[src/rtl/up_pkg.sv]
// Shared constants for the accumulator datapath: opcodes, accumulator source
// selects and default widths.
package up_pkg;

  localparam int DEF_DATA_W = 8;
  localparam int DEF_ADDR_W = 5;

  typedef enum logic [2:0] {
    OP_LOAD  = 3'b000,
    OP_STORE = 3'b001,
    OP_ADD   = 3'b010,
    OP_SUB   = 3'b011,
    OP_INPUT = 3'b100,
    OP_JZ    = 3'b101,
    OP_JPOS  = 3'b110,
    OP_HALT  = 3'b111
  } opcode_e;

  localparam logic [1:0] ASEL_ALU   = 2'b00;
  localparam logic [1:0] ASEL_INPUT = 2'b01;
  localparam logic [1:0] ASEL_MEM   = 2'b10;
  localparam logic [1:0] ASEL_ZERO  = 2'b11;

endpackage

[src/rtl/up_datapath_if.sv]
// Control-unit <-> datapath bundle. The Ovf status line exists only when
// UP_DATAPATH_OVF_EN is defined.
interface up_datapath_if
  import up_pkg::*;
#(
  parameter int DATA_W = DEF_DATA_W,
  parameter int ADDR_W = DEF_ADDR_W
);
  logic              IRload, JMPmux, PCload, Meminst, MemWr, Aload, Sub, Halt;
  logic [1:0]        Asel;
  logic [DATA_W-1:0] Input;
  logic              ProgWr;
  logic [ADDR_W-1:0] ProgAddr;
  logic [DATA_W-1:0] ProgData;
  logic [2:0]        IR;
  logic              Aeq0, Apos;
  logic [DATA_W-1:0] Output;
  logic [ADDR_W-1:0] PCout;
`ifdef UP_DATAPATH_OVF_EN
  logic              Ovf;
`endif

  modport master (
    output IRload, JMPmux, PCload, Meminst, MemWr, Aload, Sub, Halt, Asel,
           Input, ProgWr, ProgAddr, ProgData,
`ifdef UP_DATAPATH_OVF_EN
    input  Ovf,
`endif
    input  IR, Aeq0, Apos, Output, PCout
  );

  modport slave (
    input  IRload, JMPmux, PCload, Meminst, MemWr, Aload, Sub, Halt, Asel,
           Input, ProgWr, ProgAddr, ProgData,
`ifdef UP_DATAPATH_OVF_EN
    output Ovf,
`endif
    output IR, Aeq0, Apos, Output, PCout
  );

endinterface

[src/rtl/up_ram32x8.sv]
// Program/data memory: one write port where the program loader beats the
// datapath store, plus an asynchronous read port. Contents survive reset.
module up_ram32x8 #(
  parameter int DATA_W = 8,
  parameter int ADDR_W = 5
) (
  input  logic              clk,
  input  logic              prog_we,
  input  logic [ADDR_W-1:0] prog_addr,
  input  logic [DATA_W-1:0] prog_data,
  input  logic              mem_we,
  input  logic [ADDR_W-1:0] mem_addr,
  input  logic [DATA_W-1:0] wr_data,
  output logic [DATA_W-1:0] rd_data
);

  logic [DATA_W-1:0] mem_q [2**ADDR_W];

  always_ff @(posedge clk) begin
    if (prog_we) begin
      mem_q[prog_addr] <= prog_data;
    end else if (mem_we) begin
      mem_q[mem_addr] <= wr_data;
    end
  end

  assign rd_data = mem_q[mem_addr];

endmodule

[src/rtl/up_datapath.sv]
// Accumulator datapath: IR, PC, A registers around a 32x8 memory.
// Optional sticky signed-overflow flag enabled by UP_DATAPATH_OVF_EN.
module up_datapath
  import up_pkg::*;
#(
  parameter int DATA_W = DEF_DATA_W,
  parameter int ADDR_W = DEF_ADDR_W
) (
  input  logic          CLOCK,
  input  logic          RESET,
  up_datapath_if.slave  bus
);

  logic [DATA_W-1:0] ir_q, ir_d;
  logic [DATA_W-1:0] a_q, a_d;
  logic [ADDR_W-1:0] pc_q, pc_d;
  logic [ADDR_W-1:0] mem_addr;
  logic [DATA_W-1:0] rd_data;
  logic [DATA_W-1:0] alu_res;
  logic              mem_we;

  assign mem_addr = bus.Meminst ? ir_q[ADDR_W-1:0] : pc_q;
  assign alu_res  = bus.Sub ? (a_q - rd_data) : (a_q + rd_data);
  // Stores are suppressed while halted or in reset; the loader port is not.
  assign mem_we   = bus.MemWr && !bus.Halt && !RESET;

  up_ram32x8 #(.DATA_W(DATA_W), .ADDR_W(ADDR_W)) u_ram (
    .clk       (CLOCK),
    .prog_we   (bus.ProgWr),
    .prog_addr (bus.ProgAddr),
    .prog_data (bus.ProgData),
    .mem_we    (mem_we),
    .mem_addr  (mem_addr),
    .wr_data   (a_q),
    .rd_data   (rd_data)
  );

  always_comb begin
    ir_d = ir_q;
    pc_d = pc_q;
    a_d  = a_q;
    if (!bus.Halt) begin
      if (bus.IRload) ir_d = rd_data;
      if (bus.PCload) pc_d = bus.JMPmux ? ir_q[ADDR_W-1:0] : pc_q + ADDR_W'(1);
      if (bus.Aload) begin
        unique case (bus.Asel)
          ASEL_ALU:   a_d = alu_res;
          ASEL_INPUT: a_d = bus.Input;
          ASEL_MEM:   a_d = rd_data;
          default:    a_d = '0;
        endcase
      end
    end
  end

  always_ff @(posedge CLOCK) begin
    if (RESET) begin
      ir_q <= '0;
      pc_q <= '0;
      a_q  <= '0;
    end else begin
      ir_q <= ir_d;
      pc_q <= pc_d;
      a_q  <= a_d;
    end
  end

`ifdef UP_DATAPATH_OVF_EN
  logic ovf_q, ovf_d;
  logic ovf_hit;

  // Add overflows on equal operand signs; subtract on differing signs.
  always_comb begin
    ovf_hit = 1'b0;
    if (bus.Sub) begin
      ovf_hit = (a_q[DATA_W-1] != rd_data[DATA_W-1]) && (alu_res[DATA_W-1] != a_q[DATA_W-1]);
    end else begin
      ovf_hit = (a_q[DATA_W-1] == rd_data[DATA_W-1]) && (alu_res[DATA_W-1] != a_q[DATA_W-1]);
    end
    ovf_d = ovf_q;
    if (!bus.Halt && bus.Aload && (bus.Asel == ASEL_ALU) && ovf_hit) ovf_d = 1'b1;
  end

  always_ff @(posedge CLOCK) begin
    if (RESET) ovf_q <= 1'b0;
    else       ovf_q <= ovf_d;
  end

  assign bus.Ovf = ovf_q;
`endif

  assign bus.IR     = ir_q[DATA_W-1 -: 3];
  assign bus.Output = a_q;
  assign bus.PCout  = pc_q;
  assign bus.Aeq0   = (a_q == '0);
  assign bus.Apos   = !a_q[DATA_W-1] && (a_q != '0);

endmodule
[src/flat_wrapper.sv]
// flat-port wrapper written by rule: the top's interface ports become plain ports
module up_datapath_flat import up_pkg::*;
#(
  parameter int DATA_W = DEF_DATA_W,
  parameter int ADDR_W = DEF_ADDR_W
)
  (CLOCK, RESET, bus_IRload, bus_JMPmux, bus_PCload, bus_Meminst, bus_MemWr, bus_Aload, bus_Sub, bus_Halt, bus_Asel, bus_Input, bus_ProgWr, bus_ProgAddr, bus_ProgData, bus_IR, bus_Aeq0, bus_Apos, bus_Output, bus_PCout);
  up_datapath_if #(.DATA_W(DATA_W), .ADDR_W(ADDR_W)) bus_i ();
  input  logic CLOCK;
  input  logic RESET;
  input wire logic [$bits(bus_i.IRload)-1:0] bus_IRload;
  input wire logic [$bits(bus_i.JMPmux)-1:0] bus_JMPmux;
  input wire logic [$bits(bus_i.PCload)-1:0] bus_PCload;
  input wire logic [$bits(bus_i.Meminst)-1:0] bus_Meminst;
  input wire logic [$bits(bus_i.MemWr)-1:0] bus_MemWr;
  input wire logic [$bits(bus_i.Aload)-1:0] bus_Aload;
  input wire logic [$bits(bus_i.Sub)-1:0] bus_Sub;
  input wire logic [$bits(bus_i.Halt)-1:0] bus_Halt;
  input wire logic [$bits(bus_i.Asel)-1:0] bus_Asel;
  input wire logic [$bits(bus_i.Input)-1:0] bus_Input;
  input wire logic [$bits(bus_i.ProgWr)-1:0] bus_ProgWr;
  input wire logic [$bits(bus_i.ProgAddr)-1:0] bus_ProgAddr;
  input wire logic [$bits(bus_i.ProgData)-1:0] bus_ProgData;
  output wire logic [$bits(bus_i.IR)-1:0] bus_IR;
  output wire logic [$bits(bus_i.Aeq0)-1:0] bus_Aeq0;
  output wire logic [$bits(bus_i.Apos)-1:0] bus_Apos;
  output wire logic [$bits(bus_i.Output)-1:0] bus_Output;
  output wire logic [$bits(bus_i.PCout)-1:0] bus_PCout;
  assign bus_i.IRload = bus_IRload;
  assign bus_i.JMPmux = bus_JMPmux;
  assign bus_i.PCload = bus_PCload;
  assign bus_i.Meminst = bus_Meminst;
  assign bus_i.MemWr = bus_MemWr;
  assign bus_i.Aload = bus_Aload;
  assign bus_i.Sub = bus_Sub;
  assign bus_i.Halt = bus_Halt;
  assign bus_i.Asel = bus_Asel;
  assign bus_i.Input = bus_Input;
  assign bus_i.ProgWr = bus_ProgWr;
  assign bus_i.ProgAddr = bus_ProgAddr;
  assign bus_i.ProgData = bus_ProgData;
  assign bus_IR = bus_i.IR;
  assign bus_Aeq0 = bus_i.Aeq0;
  assign bus_Apos = bus_i.Apos;
  assign bus_Output = bus_i.Output;
  assign bus_PCout = bus_i.PCout;
  up_datapath #(.DATA_W(DATA_W), .ADDR_W(ADDR_W)) u_core (.CLOCK(CLOCK), .RESET(RESET), .bus(bus_i));
endmodule
[config.mk]
export PLATFORM = sky130hd
export DESIGN_NAME = up_datapath_flat
export DESIGN_NICKNAME = d
export VERILOG_FILES = /design/src/rtl/up_pkg.sv /design/src/rtl/up_datapath_if.sv /design/src/rtl/up_ram32x8.sv /design/src/rtl/up_datapath.sv /design/src/flat_wrapper.sv
export SDC_FILE = /design/constraint.sdc
export NUM_CORES = 1
export LEC_CHECK = 0
export BUFFER_PORTS_ARGS = -buffer_cell sky130_fd_sc_hd__buf_2
export CORE_MARGIN = 8
export CORE_UTILIZATION = 30
export DETAILED_ROUTE_END_ITERATION = 10
export PLACE_DENSITY_LB_ADDON = 0.3
export SLEW_MARGIN = 40
export SYNTH_ARGS = -nofsm -noshare
export SYNTH_HDL_FRONTEND = slang
export SYNTH_SLANG_ARGS = --single-unit
export TNS_END_PERCENT = 20
[constraint.sdc]
create_clock -name CLOCK -period 4.95 [get_ports CLOCK]
set_input_delay 0.495 -clock CLOCK [delete_from_list [all_inputs] [get_ports CLOCK]]
set_output_delay 0.495 -clock CLOCK [all_outputs]
set_load 0.05 [all_outputs]
==> impl_metrics.env <==
export IMPL_grt_max_degree=33
export IMPL_synth_area_leader_cell="sky130_fd_sc_hd__edfxtp_1"
export IMPL_synth_yosys_seq_area_share_pct=66.35
export IMPL_vias=7743
export IMPL_synthMostInstantiatedCell="sky130_fd_sc_hd__edfxtp_1"
export IMPL_post_cts_hold_buffer_count=0
export IMPL_timing_critical_path_slowest_stage_cell="sky130_fd_sc_hd__dfxtp_1"
export IMPL_synth_async_sr_flop_share_pct=0
export IMPL_cts_sinks=277
export IMPL_detail_route_iter0_violations=746
export IMPL_critical_path_endpoint_type="flop"
export IMPL_post_synthesis_net_count=936
export IMPL_ys_seq_elements=277
export IMPL_design_core_area_mm2=0.04055
export IMPL_worst_endpoint_arrival_ns=4.94
export IMPL_crit_type="reg2reg"
export IMPL_layout_drive_gt1_share_pct=21.99
export IMPL_required_ns=5.45
export IMPL_utilization_pct=35.07
export IMPL_route_detailed_vias_per_inst=5.097
export IMPL_tightestPinTransition_ns=0.8448
export IMPL_layout_area_overhead_vs_synth_pct=16.40
export IMPL_yosysUniqueCellTypes=61
export IMPL_leakage_uw=0.004703
export IMPL_dp_slack_ns=0.1067
export IMPL_synth_edff_count=256
export IMPL_syn_area_per_cell_um2=13.70
export IMPL_clk_root_buffer_cell="sky130_fd_sc_hd__clkbuf_16"
export IMPL_maxSlewHeadroom_pct=43.47
export IMPL_post_layout_total_power_uw=5272
export IMPL_clkSlewWorstSetupHoldPaths_ns=0.06
export IMPL_timing_hold_violations_final=0
export IMPL_skew_ns=0.01643
export IMPL_tritoncts_clock_tree="yes"
export IMPL_std_cell_rows=74
export IMPL_crit_path_cell_trace="mux2i_1 -> buf_12 -> nor2_1 -> buf_4 -> o221ai_1 -> nor2_1 -> o21ai_4 -> ha_1 -> a21o_1 -> inv_2 -> ha_1 -> a21o_1 -> a21oi_1 -> o21ai_0 -> o41ai_1 -> xnor3_1 -> nand3_1 -> o32a_1 -> nand2_1"
export IMPL_power_per_cell_area_mw_per_mm2=370.7
export IMPL_port_buffers=51
export IMPL_rsz0062_at_grt="false"
export IMPL_postLayoutSetupSlackWorst_ns=0.5045
export IMPL_place_gp_congestion=0.8168
export IMPL_detail_route_drc_violations=0
export IMPL_timing_final_crit_period_ns=4.445
export IMPL_final_fill_count=3891
export IMPL_firstDrtPassIters=5
export IMPL_antenna_cells_inserted=0
export IMPL_setup_worst_path_start_class="flop"
export IMPL_cts_buffers=30
export IMPL_cp_max_fo=14
export IMPL_die_area_mm2=0.04745
export IMPL_finalSetupTns_ns=0
export IMPL_globalRouteOverflowTotal=0
export IMPL_track_usage_pct=13.88
export IMPL_detail_route_antenna_nets=0
export IMPL_maxClockFrequency_mhz=224.9
export IMPL_ys_top_cells_by_area="sky130_fd_sc_hd__edfxtp_1 63%, sky130_fd_sc_hd__mux4_2 6.3%, sky130_fd_sc_hd__dfxtp_1 3.4%"
export IMPL_status="finished clean"
export IMPL_clk_latency_ns=0.55
export IMPL_slew_violations=0
export IMPL_period_share_pct=89.81
export IMPL_grt_first_pass_wirelength_mm=50.13
export IMPL_net_count_of_the_finished_layout=1010
export IMPL_wirelength_mm=33.64
export IMPL_initial_util_pct=30.13
export IMPL_cp_buffers_inverters=3
export IMPL_clock_tree_htree_level_count=1
export IMPL_cpLargestDelayFamily="compound AO/OA/AOI/OAI gates"
export IMPL_top_level_ports=52
export IMPL_antenna_found_initial=3
export IMPL_synth_commonest_cells="256 x sky130_fd_sc_hd__edfxtp_1, 111 x sky130_fd_sc_hd__nand2_1, 97 x sky130_fd_sc_hd__nor2_1"
export IMPL_setup_violations_final=0
export IMPL_syn_inst=892
export IMPL_maxCapViolations=0
export IMPL_critical_path_max_stage_delay_ns=0.51
export IMPL_route_detailed_wl_per_inst_um=22.15
export IMPL_cts_path_max_buffers=3
export IMPL_reg2reg_setup_slack_ns=0.50
export IMPL_chipWidth_um=217.8
export IMPL_cts_repair_resized=0
export IMPL_postCtsSetupRepairBufs=0
export IMPL_die_height_um=217.8
export IMPL_yosys_warnings=0
export IMPL_grt_pass1_vias=7585
export IMPL_netlist_area_mm2=0.01222
export IMPL_irDropWorstVdd_uv=222.1
export IMPL_synthDominantCellAreaShare_pct=62.91
export IMPL_hold_class="in2reg"
export IMPL_ys_flop_type="sky130_fd_sc_hd__edfxtp_1"
export IMPL_detailed_place_hpwl_mm=22.17
[final cells by class]
cell class              count  area, um^2  share of cell area (%)
clock buffers              36       794.5                   5.586
clock inverters            17       88.84                  0.6246
inverters                  10       37.54                  0.2639
multi-input cells         553        3914                   27.52
flip-flops and latches    277        8108                   57.00
well taps                 532       665.6                   4.680
repair buffers             94       615.6                   4.328
[cells in the final DEF, fill, tap and decap left out, types with 4 or more instances in the layout]
master and count:
sky130_fd_sc_hd__a21o_1 6, sky130_fd_sc_hd__mux2i_1 15, sky130_fd_sc_hd__mux2_2 5, sky130_fd_sc_hd__mux4_2 34, sky130_fd_sc_hd__buf_4 40, sky130_fd_sc_hd__nor2_1 71
sky130_fd_sc_hd__o31ai_1 6, sky130_fd_sc_hd__inv_1 9, sky130_fd_sc_hd__clkinv_1 9, sky130_fd_sc_hd__xnor2_1 4, sky130_fd_sc_hd__nand2_1 110, sky130_fd_sc_hd__edfxtp_1 256
sky130_fd_sc_hd__nor3_1 9, sky130_fd_sc_hd__nor2b_1 11, sky130_fd_sc_hd__clkbuf_1 5, sky130_fd_sc_hd__nand4_1 6, sky130_fd_sc_hd__nand2b_1 22, sky130_fd_sc_hd__a32oi_1 6
sky130_fd_sc_hd__o41ai_1 4, sky130_fd_sc_hd__xor2_1 6, sky130_fd_sc_hd__a31oi_1 5, sky130_fd_sc_hd__nor2_2 26, sky130_fd_sc_hd__buf_2 51, sky130_fd_sc_hd__ha_1 9
sky130_fd_sc_hd__a22oi_1 22, sky130_fd_sc_hd__nand3b_1 5, sky130_fd_sc_hd__nand3_1 35, sky130_fd_sc_hd__clkbuf_16 31, sky130_fd_sc_hd__a31oi_2 4, sky130_fd_sc_hd__o21ai_0 19
sky130_fd_sc_hd__o21bai_1 9, sky130_fd_sc_hd__a21oi_1 34, sky130_fd_sc_hd__o21ai_1 8, sky130_fd_sc_hd__o22ai_1 6, sky130_fd_sc_hd__o211ai_1 5, sky130_fd_sc_hd__a211oi_1 10
sky130_fd_sc_hd__dfxtp_1 21
[flip-flops by register name, indices dropped and copies added, names as in the netlist]
signal and cells:
u_core.u_ram.mem_q 256, u_core.bus.Output 8, u_core.ir_q 8, u_core.bus.PCout 5
[per-stage QoR]
stage	area [um^2]	cells	hold WS (ns)
global placement	13250	1466	0.4644
CTS	14200	1519	0.1812
finish	14220	1519	0.2036
global route	14220	1519	0.1869
detailed placement	13320	1466	0.4746
floorplan	12220	892	0.4556
[worst reg2reg max path, stage by stage (launching register included)]
cell,delay [ns]
sky130_fd_sc_hd__dfxtp_1,0.51
sky130_fd_sc_hd__mux2i_1,0.18
sky130_fd_sc_hd__buf_12,0.19
sky130_fd_sc_hd__nor2_1,0.45
sky130_fd_sc_hd__buf_4,0.25
sky130_fd_sc_hd__o221ai_1,0.11
sky130_fd_sc_hd__nor2_1,0.26
sky130_fd_sc_hd__o21ai_4,0.13
sky130_fd_sc_hd__ha_1,0.30
sky130_fd_sc_hd__a21o_1,0.21
sky130_fd_sc_hd__inv_2,0.05
sky130_fd_sc_hd__ha_1,0.21
sky130_fd_sc_hd__a21o_1,0.18
sky130_fd_sc_hd__a21oi_1,0.21
sky130_fd_sc_hd__o21ai_0,0.15
sky130_fd_sc_hd__o41ai_1,0.34
sky130_fd_sc_hd__xnor3_1,0.22
sky130_fd_sc_hd__nand3_1,0.09
sky130_fd_sc_hd__o32a_1,0.29
sky130_fd_sc_hd__nand2_1,0.05
[path summary, 6_finish.rpt]
| kind | start | to | depth (start not counted) |
|---|---|---|---|
| worst max-delay path | u_core.bus.PCout[3] | u_core.bus.Output[7] | 19 |
| worst min-delay path | bus_Input[5] | u_core.bus.Output[5] | 3 |
| worst min register to register | u_core.ir_q[7] | u_core.ir_q[7] | 2 |
| worst max register to register | u_core.bus.PCout[3] | u_core.bus.Output[7] | 19 |
[logic make-up after synthesis]
| group | synth area share [%] |
|---|---|
| adders and majority gates | 1.085 |
| and+or+nand+nor | 11.44 |
| AOI/OAI and AO/OA | 9.195 |
| xor gates and xnor gates | 0.9010 |
| buffers and inverters | 2.468 |
| muxes | 8.560 |
| DFF | 66.35 |
[report_power, final]
| group | internal [uW] | switching [uW] |
|---|---|---|
| logic | 224 | 408 |
| registers | 2600 | 19.1 |
| clock network | 1130 | 891 |
[metal layers]
metal  global-route usage, %  share of wire, %  vias up
met4                   3.000               1.9        6
met1                   19.22                44     3875
li1                        -                 -     3563
met3                   2.788               6.9       55
met2                   22.34                47      244
met5                       0             0.095        -
(Power assumes the default switching activity.)
